File: src/rtl/cache_arbiter_pkg.sv
// Shared types for the cache arbiter: FSM state encoding and grant source.
// Optional round-robin grant policy is selected with the ARB_RR_EN macro.
package cache_types;

    typedef enum logic [1:0] {
        ARB_IDLE   = 2'b00,
        ARB_ICACHE = 2'b01,
        ARB_DCACHE = 2'b10
    } arb_state_t;

    typedef enum logic {
        SRC_I = 1'b0,
        SRC_D = 1'b1
    } arb_src_t;

    function automatic arb_src_t other_src(input arb_src_t s);
        return (s == SRC_I) ? SRC_D : SRC_I;
    endfunction

endpackage

File: src/rtl/cache_arbiter_prio_sel.sv
// Combinational grant picker for the cache arbiter. Fixed D-over-I priority by
// default; with ARB_RR_EN a simultaneous request goes to the side not granted last.
module arb_prio_sel
    import cache_types::*;
(
    input  logic     i_req,
    input  logic     d_req,
    input  arb_src_t last_src,
    output logic     grant_valid,
    output arb_src_t grant_src
);

    always_comb begin
        grant_valid = i_req | d_req;
        grant_src   = d_req ? SRC_D : SRC_I;
`ifdef ARB_RR_EN
        if (i_req && d_req) begin
            grant_src = other_src(last_src);
        end
`endif
    end

`ifndef ARB_RR_EN
    logic unused_last_src;
    assign unused_last_src = ^last_src;
`endif

endmodule

File: src/rtl/cache_arbiter.sv
// Serializes I-cache and D-cache line misses onto one memory port, one line at a time.
// Define ARB_RR_EN for alternating grants on simultaneous requests (default: D over I).
module cache_arbiter
    import cache_types::*;
#(
    parameter int LINE_W = 256,
    parameter int ADDR_W = 32
) (
    input  logic              clk,
    input  logic              rst,
    input  logic              i_read,
    input  logic [ADDR_W-1:0] i_address,
    output logic [LINE_W-1:0] i_rdata,
    output logic              i_resp,
    input  logic              d_read,
    input  logic              d_write,
    input  logic [ADDR_W-1:0] d_address,
    input  logic [LINE_W-1:0] d_wdata,
    output logic [LINE_W-1:0] d_rdata,
    output logic              d_resp,
    output logic              pmem_read,
    output logic              pmem_write,
    output logic [ADDR_W-1:0] pmem_address,
    output logic [LINE_W-1:0] pmem_wdata,
    input  logic [LINE_W-1:0] pmem_rdata,
    input  logic              pmem_resp
);

    localparam int OFF_W = $clog2(LINE_W / 8);

    arb_state_t        state_q, state_d;
    logic [ADDR_W-1:0] addr_q, addr_d;
    logic [LINE_W-1:0] wdata_q, wdata_d;
    logic              pmem_read_q, pmem_read_d;
    logic              pmem_write_q, pmem_write_d;
    arb_src_t          last_src;
    logic              grant_valid;
    arb_src_t          grant_src;

`ifdef ARB_RR_EN
    arb_src_t last_src_q, last_src_d;
    assign last_src = last_src_q;
`else
    assign last_src = SRC_I;
`endif

    function automatic logic [ADDR_W-1:0] line_align(input logic [ADDR_W-1:0] a);
        return {a[ADDR_W-1:OFF_W], {OFF_W{1'b0}}};
    endfunction

    arb_prio_sel u_prio_sel (
        .i_req      (i_read),
        .d_req      (d_read | d_write),
        .last_src   (last_src),
        .grant_valid(grant_valid),
        .grant_src  (grant_src)
    );

    // Request registers are zeroed on completion so pmem_* read as 0 while idle.
    always_comb begin
        state_d      = state_q;
        addr_d       = addr_q;
        wdata_d      = wdata_q;
        pmem_read_d  = pmem_read_q;
        pmem_write_d = pmem_write_q;
`ifdef ARB_RR_EN
        last_src_d   = last_src_q;
`endif
        case (state_q)
            ARB_IDLE: begin
                if (grant_valid) begin
`ifdef ARB_RR_EN
                    last_src_d = grant_src;
`endif
                    if (grant_src == SRC_D) begin
                        state_d      = ARB_DCACHE;
                        addr_d       = line_align(d_address);
                        wdata_d      = d_wdata;
                        pmem_write_d = d_write;
                        pmem_read_d  = ~d_write;
                    end else begin
                        state_d      = ARB_ICACHE;
                        addr_d       = line_align(i_address);
                        wdata_d      = '0;
                        pmem_write_d = 1'b0;
                        pmem_read_d  = 1'b1;
                    end
                end
            end
            ARB_ICACHE, ARB_DCACHE: begin
                if (pmem_resp) begin
                    state_d      = ARB_IDLE;
                    addr_d       = '0;
                    wdata_d      = '0;
                    pmem_read_d  = 1'b0;
                    pmem_write_d = 1'b0;
                end
            end
            default: begin
                state_d      = ARB_IDLE;
                addr_d       = '0;
                wdata_d      = '0;
                pmem_read_d  = 1'b0;
                pmem_write_d = 1'b0;
            end
        endcase
    end

    always_ff @(posedge clk) begin
        if (!rst) begin
            state_q      <= ARB_IDLE;
            addr_q       <= '0;
            wdata_q      <= '0;
            pmem_read_q  <= 1'b0;
            pmem_write_q <= 1'b0;
`ifdef ARB_RR_EN
            last_src_q   <= SRC_I;
`endif
        end else begin
            state_q      <= state_d;
            addr_q       <= addr_d;
            wdata_q      <= wdata_d;
            pmem_read_q  <= pmem_read_d;
            pmem_write_q <= pmem_write_d;
`ifdef ARB_RR_EN
            last_src_q   <= last_src_d;
`endif
        end
    end

    assign pmem_read    = pmem_read_q;
    assign pmem_write   = pmem_write_q;
    assign pmem_address = addr_q;
    assign pmem_wdata   = wdata_q;

    // Responses pass straight through to the side that owns the grant.
    assign i_resp  = (state_q == ARB_ICACHE) && pmem_resp;
    assign d_resp  = (state_q == ARB_DCACHE) && pmem_resp;
    assign i_rdata = i_resp ? pmem_rdata : '0;
    assign d_rdata = (d_resp && pmem_read_q) ? pmem_rdata : '0;

`ifndef SYNTHESIS
    always_ff @(posedge clk) begin
        if (rst) begin
            assert (!(d_read && d_write));
        end
    end
`endif

endmodule

File: config.mk
export PLATFORM = sky130hd
export DESIGN_NAME = cache_arbiter
export DESIGN_NICKNAME = d
export VERILOG_FILES = /design/src/rtl/cache_arbiter_pkg.sv /design/src/rtl/cache_arbiter_prio_sel.sv /design/src/rtl/cache_arbiter.sv
export SDC_FILE = /design/constraint.sdc
export NUM_CORES = 1
export LEC_CHECK = 0
export ABC_CLOCK_PERIOD_IN_PS = 1900
export CAP_MARGIN = 20
export CORE_AREA = 2 2 533 535
export CTS_BUF_LIST = sky130_fd_sc_hd__clkbuf_4 sky130_fd_sc_hd__clkbuf_8
export CTS_CLUSTER_DIAMETER = 200
export DETAILED_ROUTE_END_ITERATION = 6
export DIE_AREA = 0 0 535 537
export GPL_TIMING_DRIVEN = 0
export MAX_ROUTING_LAYER = met4
export SLEW_MARGIN = 20
export SYNTH_ARGS = -nofsm -noshare
export SYNTH_HDL_FRONTEND = slang
export SYNTH_SLANG_ARGS = --single-unit
File: constraint.sdc
create_clock -name clk -period 1.9 [get_ports clk]
set_input_delay 0.38 -clock clk [delete_from_list [all_inputs] [get_ports clk]]
set_output_delay 0.38 -clock clk [all_outputs]
set_load 0.1 [all_outputs]
==> results.toml, run 1 <==
[power_and_ir_drop]
vdd_ir_drop_max_mv = 0.6236
leakage_nw = 14.96
p_int_mw = 14.54
swShare = 0.5078
p_sw_mw = 15.00
powerDensity_nw_per_um2 = 761.1
seq_power_share = 0.239
p_clk_frac = 0.255
power.share.combinational = 0.506

[layout]
area_growth_pct = 150.2
seq_area_um2 = 5757
stdcell_area_um2 = 38820
fin_cells = 7330
fillers = 32000
drive_gt1_frac = 0.4914
fin_nets = 3970
multi_input_area_um2 = 9833

[sta]
finalClockSkew_ns = 0.1002
setup_viol = 1077
rsz0062_at_grt = "true"
period_needed_ns = 2.767
hold_violations = 0
relSlewSlack = 0.2026
worstMarginPinSlew_ns = 1.192
setup_ws_ns = -0.8674
fmax_mhz = 361.3
finalCritPeriodShare = 1.457
drv_slew = 0

[detailed_routing]
first_pass_iters = 5
postRouteAntennaNets = 0
wl_per_cell_um = 35.99
top_layer = "met4"
dr.first_iter.drc_count = 1486
drc_errors = 0
viasPerCell = 3.123
vias = 22890
drt_wl_total_um = 263800
wl_met2_um = 124900
wl_met1_um = 80710
wl_met3_um = 43890

[run]
drv_cap = 0

[worst_setup_path]
required_ns = 1.52
slowest_stage = "clkdlybuf4s50_1"
critPathTopFamily = "buffers and inverters"
cp_cell_sequence = "clkdlybuf4s50_1"
crit_arrival_ns = 2.39
crit_buf_inv = 1
r2r_slack_ns = -0.70
cp_slowest_stage_delay_ns = 1.28
path_max_fanout = 2
crit_type = "reg -> out"
cp-start-kind = "flop"
worst_setup_path_end_kind = "output port"

[placement]
place_inst = 7051
dpl_cell_area_um2 = 34000
dp_hpwl_um = 234400
io_buffers = 1368
gp_congestion = 1.007

[synth]
synth_edf_count = 0
synthTopCellsByArea = "dfxtp_1 (37%), o21ai_2 (11%), and2_1 (10%)"
netlist.area_leader.share = 0.3703
syn_inst = 1929
synthFlopType = "dfxtp_1"
ys_types = 31
ys_seq_elements = 287
synth_area_per_cell_um2 = 8.044
yosysTopAreaCell = "dfxtp_1"
ys_async_sr_fraction = 0
yosysWarnings = 0
syn-cell-area_um2 = 15520
seq_area_frac_synth = 0.3703

[die]
die_y_um = 537
start_util = 0.05516
num_rows = 195
pin_count = 1386
die_area_um2 = 287300
fp.dieW_um = 535
core_um2 = 281300

[clocking]
numCtsBuffers = 57
cts.path.max_buffers = 3
cts_sinks = 287
cts_root_buf = "clkbuf_8"
hold_buffers = 0
tritoncts = "yes"
clk_latency_ns = 0.77
htreeDepth = 2
clkTransAtPathRegs_ns = 0.06

[global_routing]
grt_pass1_wl_um = 308900
grt_start_max_net_pins = 17
antenna_found_initial = 180
grt_pass1_vias = 21807
grt_use_total = 0.1800
overflow = 0

[status]
violations = "negative setup slack"
status = "finished, violations left"

[hold_path]
min_path_type = "in -> reg"
==> cells in the final DEF (no fill, tap or decap), types with 36 or more instances in the layout <==
cell type | Yosys | final
buf_6 | 26 | 188
clkdlybuf4s50_1 | 0 | 677
and3_4 | 0 | 66
buf_8 | 0 | 45
buf_2 | 7 | 179
buf_12 | 0 | 176
clkbuf_8 | 0 | 80
o21ai_2 | 200 | 200
clkbuf_1 | 207 | 106
nand4_1 | 256 | 256
dfxtp_1 | 287 | 284
and2_4 | 0 | 240
nand2_1 | 258 | 258
diode_2 | 0 | 162
o21ai_0 | 36 | 36
clkbuf_2 | 0 | 54
buf_4 | 5 | 164
and3_2 | 0 | 191
==> cells by family after synthesis <==
group                    Yosys count  share of synthesized area
adder cells (fa/ha/maj)            3                   0.002419
other                              1                  0.0002417
AO/OA/AOI/OAI                    343                     0.1730
flip-flops                       287                     0.3703
buffers and inverters            254                    0.07579
AND/OR/NAND/NOR                 1041                     0.3783
==> through the flow <==
step	hold slack (ns)	setup TNS (ns)	setup slack, ns	power (mW)	utilization
after floorplan	0.4866	-11.54	-0.06322	15.84	-
after global placement	0.4467	-1705.96	-2.977	22.06	0.1243
after detailed placement	0.4414	-1398.18	-2.651	21.72	0.1209
after CTS	0.1164	-784.14	-0.9865	29.91	0.1343
after global routing	0.1752	-696.98	-0.9407	30.57	0.1379
final	0.1959	-588.62	-0.8674	29.55	0.1380
==> registers in the layout, summed over array words and instances, names as in the netlist <==
register and cells:
pmem_wdata 256, pmem_write 1, state_q 2, pmem_address 27, pmem_read 1
==> worst paths after layout <==
path                            cells past startpoint                         start                           end
worst min register to register                      2  pmem_wdata[222]$_SDFFE_PN0P_  pmem_wdata[222]$_SDFFE_PN0P_
worst max-delay path                                1  pmem_wdata[109]$_SDFFE_PN0P_               pmem_wdata[109]
worst min-delay path                                3                  d_wdata[111]  pmem_wdata[111]$_SDFFE_PN0P_
worst max register to register                      9       state_q[1]$_SDFFE_PN0P_  pmem_wdata[196]$_SDFFE_PN0P_
==> power by group through the flow <==
stage                     combinational [mW]  sequential (mW)  clock (mW)
after floorplan                         4.08             11.8           0
after global placement                  14.9             7.18           0
after detailed placement                14.6             7.17           0
after CTS                               15.1             7.07        7.78
after global routing                    15.5             7.15        7.92
final                                   14.9             7.08        7.52
==> per-layer routing <==
metal / track usage / vias up
met3: 0.1297 / 443
met2: 0.2971 / 1622
met5: - / -
met1: 0.1531 / 10826
met4: 0.08187 / 0
li1: - / 9999
==> cell usage after synthesis (20+ instances only) <==
| library cell | n |
|---|---|
| a31oi_1 | 28 |
| nand2_1 | 258 |
| and2_1 | 260 |
| nand4_1 | 256 |
| o21a_1 | 27 |
| clkbuf_1 | 207 |
| o21ai_2 | 200 |
| dfxtp_1 | 287 |
| buf_6 | 26 |
| o21ai_1 | 20 |
| o2bb2ai_1 | 27 |
| and3_1 | 257 |
| o21ai_0 | 36 |
==> cell type report <==
class,instances,area share
Antenna cell,162,0.01044
Sequential cell,287,0.1483
Clock buffer,86,0.02775
Multi-Input combinational cell,1392,0.2533
Tap cell,3743,0.1206
Timing Repair Buffer,1393,0.3847
Clock inverter,13,0.005350
Inverter,3,0.0004190
Buffer,251,0.04915
==> timing repair <==
item | CTS | global route
cloned | 9 | 4
gates resized for setup | 3549 | 278
setup endpoints to repair | 1086 | 1085
pin swaps | 5 | 6
setup buffers | 4 | 1
No activity file was read; power rests on OpenSTA's default activity.
==> run 2: changes to the inputs <==
--- a/config.mk
+++ b/config.mk
@@ -5,13 +5,14 @@
 export SDC_FILE = /design/constraint.sdc
 export NUM_CORES = 1
 export LEC_CHECK = 0
+export ABC_AREA = 1
 export ABC_CLOCK_PERIOD_IN_PS = 1900
 export CAP_MARGIN = 20
-export CORE_AREA = 2 2 533 535
+export CORE_AREA = 2 2 536 538
 export CTS_BUF_LIST = sky130_fd_sc_hd__clkbuf_4 sky130_fd_sc_hd__clkbuf_8
 export CTS_CLUSTER_DIAMETER = 200
 export DETAILED_ROUTE_END_ITERATION = 6
-export DIE_AREA = 0 0 535 537
+export DIE_AREA = 0 0 538 540
 export GPL_TIMING_DRIVEN = 0
 export MAX_ROUTING_LAYER = met4
 export SLEW_MARGIN = 20
==> run 2 against run 1 <==
Net effect:
- the run still ends with negative setup slack left
- first-iteration DRC count increased by 18%
- sequential power increased by 14%
- clock skew decreased by 0.0066 ns
- wire length decreased by 16%
- sequential cell count unchanged
- design area increased by 4.0%
- via count increased by 10%
- total power increased by 40%
- synthesized area increased by 4.9%
==> results.toml, run 2 <==
[status]
status = "finished, violations left"
violations = "negative setup slack"

[worst_setup_path]
timing.rr.start = "state_q[1]$_SDFFE_PN0P_"
crit_arrival_ns = 2.56
cp-startpoint = "state_q[1]$_SDFFE_PN0P_"
cp-start-kind = "flop"
cp_slowest_stage_delay_ns = 0.36
r2r_slack_ns = -0.97
required_ns = 1.52
cp_cell_sequence = "inv_1 -> ha_4 -> nand2_8 -> clkbuf_16 -> clkbuf_8 -> nor2_4 -> buf_4"
reg2regPathDepth = 10
critPathTopFamily = "buffers and inverters"
path_max_fanout = 10
r2r_end = "pmem_wdata[229]$_SDFFE_PN0P_"
crit_type = "reg -> out"
slowest_stage = "buf_4"
crit_buf_inv = 4
worst_setup_path_end_kind = "output port"

[clocking]
numCtsBuffers = 53
cts_sinks = 287
cts_root_buf = "clkbuf_8"
htreeDepth = 2
hold_buffers = 0
tritoncts = "yes"
clk_latency_ns = 0.78
cts.path.max_buffers = 3
clkTransAtPathRegs_ns = 0.07

[synth]
syn-cell-area_um2 = 16270
yosys-top-cells-count = "nor2_1 (829), nand2_1 (632), inv_1 (292)"
synth_area_per_cell_um2 = 5.732
ys_async_sr_fraction = 0
synth_most_common_cell = "nor2_1"
synthTopCellsByArea = "dfxtp_1 (35%), nor2_1 (19%), nand2_1 (15%)"
ys_types = 14
syn_inst = 2839
seq_area_frac_synth = 0.3531
synth_edf_count = 0
synthFlopType = "dfxtp_1"
netlist.area_leader.share = 0.3531
yosysTopAreaCell = "dfxtp_1"
yosysWarnings = 0
ys_seq_elements = 287

[layout]
fin_util = 0.1420
fin_cells = 8121
stdcell_area_um2 = 40380
layout_commonest_cell = "clkdlybuf4s50_1"
fin_nets = 4867
drive_gt1_frac = 0.3351
area_growth_pct = 148.2
layout_common_cells = "clkdlybuf4s50_1 (687), nand2_1 (629), nor2_4 (395)"
largest_register_ffs = 256

[power_and_ir_drop]
leakage_nw = 17.48
total_power_mw = 41.29
powerDensity_nw_per_um2 = 1023
vdd_ir_drop_max_mv = 0.8879

[placement]
dpl_cell_area_um2 = 37070
gp_congestion = 1.028
dp_hpwl_um = 197000
place_inst = 7977
io_buffers = 1369
dpl_worst_slack_ns = -2.243

[sta]
setup_viol = 1083
period_needed_ns = 2.936
hold_ws_ns = 0.2489
finalCritPeriodShare = 1.545
drv_slew = 0
fmax_mhz = 340.7
finalClockSkew_ns = 0.09357
setup_ws_ns = -1.036
relSlewSlack = 0.2015
tns_ns = -722.48
rsz0062_at_grt = "true"
worstMarginPinSlew_ns = 1.194
hold_violations = 0

[global_routing]
grt_pass1_vias = 23697
overflow = 0
grt_start_max_net_pins = 16
grt_use_total = 0.1492
antenna_found_initial = 122
grt_pass1_wl_um = 269300

[detailed_routing]
postRouteAntennaNets = 0
vias = 25174
wl_per_cell_um = 27.37
first_pass_iters = 7
drt_wl_total_um = 222300
viasPerCell = 3.100
dr.first_iter.drc_count = 1752
drc_errors = 0

[die]
core_um2 = 284500
start_util = 0.05720
die_y_um = 540
num_rows = 196
die_area_um2 = 290500
pin_count = 1386
fp.dieW_um = 538

[hold_path]
hold_end = "pmem_wdata[179]$_SDFFE_PN0P_"
min_path_type = "in -> reg"
whs_path_depth = 5
hp-start = "d_wdata[179]"

[run]
drv_cap = 0
run 2: changes by cell type in the layout (fill, tap and decap cells not counted), sizes merged, moves of 121 or more:
| cell | change |
|---|---|
| nand3 | +283 |
| and3 | -257 |
| and2 | -260 |
| nand2 | +374 |
| diode | -121 |
| o21ai | -255 |
| nor2 | +828 |
| inv | +288 |
| nand4 | -256 |
| a21oi | +256 |
run 2: worst max-delay path by stage:
stage                    to  slack (ns)  cells past startpoint
2_1_floorplan  d_rdata[149]       -1.14                      8
3_5_place_dp   d_rdata[213]       -2.24                      8
4_1_cts        d_rdata[203]       -1.24                      9
3_3_place_gp   d_rdata[156]       -2.35                      8
6_report        i_rdata[97]       -1.04                      7
5_1_grt        i_rdata[188]       -1.16                      7
run 2: power breakdown:
| part | total [mW] | internal, mW | switching, mW |
|---|---|---|---|
| sequential | 8.09 | 7.28 | 0.807 |
| combinational | 26.3 | 5.63 | 20.6 |
| clock | 6.95 | 3.72 | 3.23 |
run 2: layer usage:
layer / share of wire / track usage / wire length [um] / vias to the layer above
met5: 0 / - / 0 / -
met4: 0.042 / 0.05954 / 9273 / 0
met3: 0.12 / 0.06342 / 26390 / 356
met2: 0.49 / 0.2515 / 108400 / 1550
met1: 0.35 / 0.1519 / 78280 / 11654
li1: - / - / - / 11614
run 2: final cells by class:
class	instances	area, um^2
Fill cell	32689	244100
Timing Repair Buffer	1384	14150
Multi-Input combinational cell	2014	11400
Sequential cell	287	5749
Tap cell	3762	4707
Buffer	250	2007
Inverter	292	1104
Clock buffer	75	969.7
Clock inverter	16	188.9
Antenna cell	41	102.6
run 2: cell families after synthesis:
group | share of synthesized area
simple gates | 0.4247
other cells | 0.0002305
flops | 0.3531
compound gates | 0.07997
fa+ha+maj | 0.002307
buf+inv | 0.1397
run 2: repair_timing:
| action | 4_1_cts | 5_1_grt |
|---|---|---|
| gates resized for setup | 2928 | 793 |
| pin swaps | 0 | 5 |
| buffers inserted | 3 | 6 |
| setup endpoints to repair | 1084 | 1085 |
| cloned | 0 | 4 |
run 2: tightest hold or removal path, cell delays in order:
cell,delay [ns]
clkdlybuf4s50_1,0.39
nand2_1,0.06
nand3_1,0.06
nand2_1,0.06
nor2_1,0.03
==> run 3: changes to the inputs <==
--- a/config.mk
+++ b/config.mk
@@ -15,6 +15,7 @@
 export DIE_AREA = 0 0 538 540
 export GPL_TIMING_DRIVEN = 0
 export MAX_ROUTING_LAYER = met4
+export PLACE_DENSITY = 0.32
 export SLEW_MARGIN = 20
 export SYNTH_ARGS = -nofsm -noshare
 export SYNTH_HDL_FRONTEND = slang
==> run 3 against run 2 <==
Net effect:
- the run still ends with negative setup slack left
- wire length fell by 5.3%
- sequential power hardly changed
- total power hardly changed
- first-iteration DRC count is 47% lower
- die area did not move
- worst setup slack worse by 0.022 ns
- fmax shrank 0.74%
==> results.toml, run 3 (same netlist as run 2, synthesis figures left out) <==
[status]
status = "finished, violations left"
violations = "negative setup slack"

[power_and_ir_drop]
power.share.combinational = 0.623
seq_power_share = 0.196
vdd_ir_drop_max_mv = 0.4631
powerDensity_nw_per_um2 = 1031
leakage_nw = 17.22
swShare = 0.5781
p_clk_frac = 0.181
p_sw_mw = 23.89
p_int_mw = 17.44

[sta]
setup_viol = 1084
finalClockSkew_ns = 0.02927
relSlewSlack = 0.2255
hold_ws_ns = 0.2815
fmax_mhz = 338.1
rsz0062_at_grt = "true"
finalCritPeriodShare = 1.557
period_needed_ns = 2.958
setup_ws_ns = -1.058
worstMarginPinSlew_ns = 1.158
hold_violations = 0
tns_ns = -759.93
drv_slew = 0

[worst_setup_path]
required_ns = 1.52
cp_cell_sequence = "inv_1 -> ha_4 -> nand2_8 -> clkbuf_16 -> clkbuf_8 -> nor2_4 -> buf_12"
r2r_slack_ns = -0.85
crit_arrival_ns = 2.58
crit_type = "reg -> out"
critPathTopFamily = "buffers and inverters"
cp_slowest_stage_delay_ns = 0.33
crit_buf_inv = 4
path_max_fanout = 10
slowest_stage = "dfxtp_2"
timing.rr.start = "state_q[0]$_SDFFE_PN0P_"
cp-start-kind = "flop"
cp-startpoint = "state_q[1]$_SDFFE_PN0P_"
worst_setup_path_end_kind = "output port"

[global_routing]
grt_pass1_vias = 24820
grt_start_max_net_pins = 18
overflow = 0
grt_use_total = 0.1427
grt_pass1_wl_um = 263500
antenna_found_initial = 79

[layout]
area_growth_pct = 146.4
drive_gt1_frac = 0.3086
stdcell_area_um2 = 40090
largest_register_ffs = 256
layout_commonest_cell = "clkdlybuf4s50_1"
fin_nets = 4875
layout_common_cells = "clkdlybuf4s50_1 (797), nand2_1 (629), nor2_1 (415)"
fin_util = 0.1409

[clocking]
numCtsBuffers = 59
htreeDepth = 2
clk_latency_ns = 0.75
hold_buffers = 0
clkTransAtPathRegs_ns = 0.06
cts_root_buf = "clkbuf_8"
cts_sinks = 287
cts.path.max_buffers = 3
tritoncts = "yes"

[die]
core_um2 = 284500
fp.dieW_um = 538
start_util = 0.05720
die_area_um2 = 290500
die_y_um = 540
num_rows = 196
pin_count = 1386

[placement]
gp_congestion = 0.9010
io_buffers = 1369
dpl_cell_area_um2 = 37650
dpl_worst_slack_ns = -2.654
dp_hpwl_um = 188400

[detailed_routing]
drc_errors = 0
vias = 24250
drt_wl_total_um = 210600
dr.first_iter.drc_count = 922
first_pass_iters = 5
viasPerCell = 2.982
wl_per_cell_um = 25.90
postRouteAntennaNets = 0

[hold_path]
min_path_type = "in -> reg"
hp-start = "d_wdata[120]"

[run]
drv_cap = 0
==> run 3: cell types whose count changed in the layout (fill, tap and decap cells not counted), moves of 6 or more <==
| cell | before | now |
|---|---|---|
| nor2_1 | 394 | 415 |
| diode_2 | 41 | 30 |
| clkdlybuf4s15_2 | 8 | 16 |
| clkbuf_8 | 78 | 92 |
| clkdlybuf4s50_1 | 687 | 797 |
| buf_12 | 151 | 102 |
| buf_4 | 172 | 288 |
| nor2_4 | 395 | 378 |
| buf_6 | 145 | 81 |
| clkbuf_4 | 48 | 42 |
| buf_2 | 328 | 229 |
==> run 3: power groups by stage <==
stage | clock network, mW | registers [mW] | logic [mW]
6_report | 7.49 | 8.10 | 25.7
5_1_grt | 8.17 | 8.28 | 27.2
4_1_cts | 7.98 | 8.13 | 25.9
3_5_place_dp | 0 | 8.22 | 25.8
3_3_place_gp | 0 | 8.22 | 26.1
2_1_floorplan | 0 | 16.8 | 8.42
==> run 3: what timing repair did <==
action / in CTS / in global routing
pin swaps: 5 / 4
resized for setup: 2911 / 599
endpoints found under the setup margin: 1085 / 1086
hold endpoints to repair: 0 / 0
setup buffers: 2 / 6
cloned: 2 / 4
==> run 3: final cells by class <==
type                       instances  area (um^2)
multi-input combinational       2014        11280
tap                             3762         4707
clock buffer                      97         1210
timing repair buffer            1386        13940
sequential                       287         5749
inverter                         292         1104
fill                           32932       244400
buffer                           250         1899
antenna                           30        75.07
clock inverter                    13        123.9
==> run 3: metal layers <==
| metal | vias up | routed length [um] | GRT usage |
|---|---|---|---|
| li1 | 11613 | - | - |
| met4 | 0 | 7611 | 0.04432 |
| met1 | 11318 | 80850 | 0.1521 |
| met5 | - | 0 | - |
| met2 | 1071 | 104300 | 0.2473 |
| met3 | 248 | 17870 | 0.04801 |
==> run 3: path summary, 6_finish.rpt <==
| kind | to | depth (start not counted) |
|---|---|---|
| max | i_rdata[164] | 7 |
| min | pmem_wdata[120]$_SDFFE_PN0P_ | 5 |
| max reg2reg | pmem_write$_SDFFE_PN0P_ | 12 |
| min reg2reg | pmem_wdata[137]$_SDFFE_PN0P_ | 2 |
==> run 3: stage by stage <==
stage,power (mW),cells
floorplan,25.25,2843
global placement,34.27,7974
detailed placement,34.01,7977
CTS,41.98,8091
global route,43.64,8123
finish,41.33,8131
==> run 3: worst register-to-register path, delay by kind of cell (launching register included) <==
family | cells | cell delay [ns]
adder cells (fa/ha/maj) | 1 | 0.27
buffers and inverters | 7 | 1.65
flip-flops | 1 | 0.33
AND/OR/NAND/NOR | 4 | 0.39
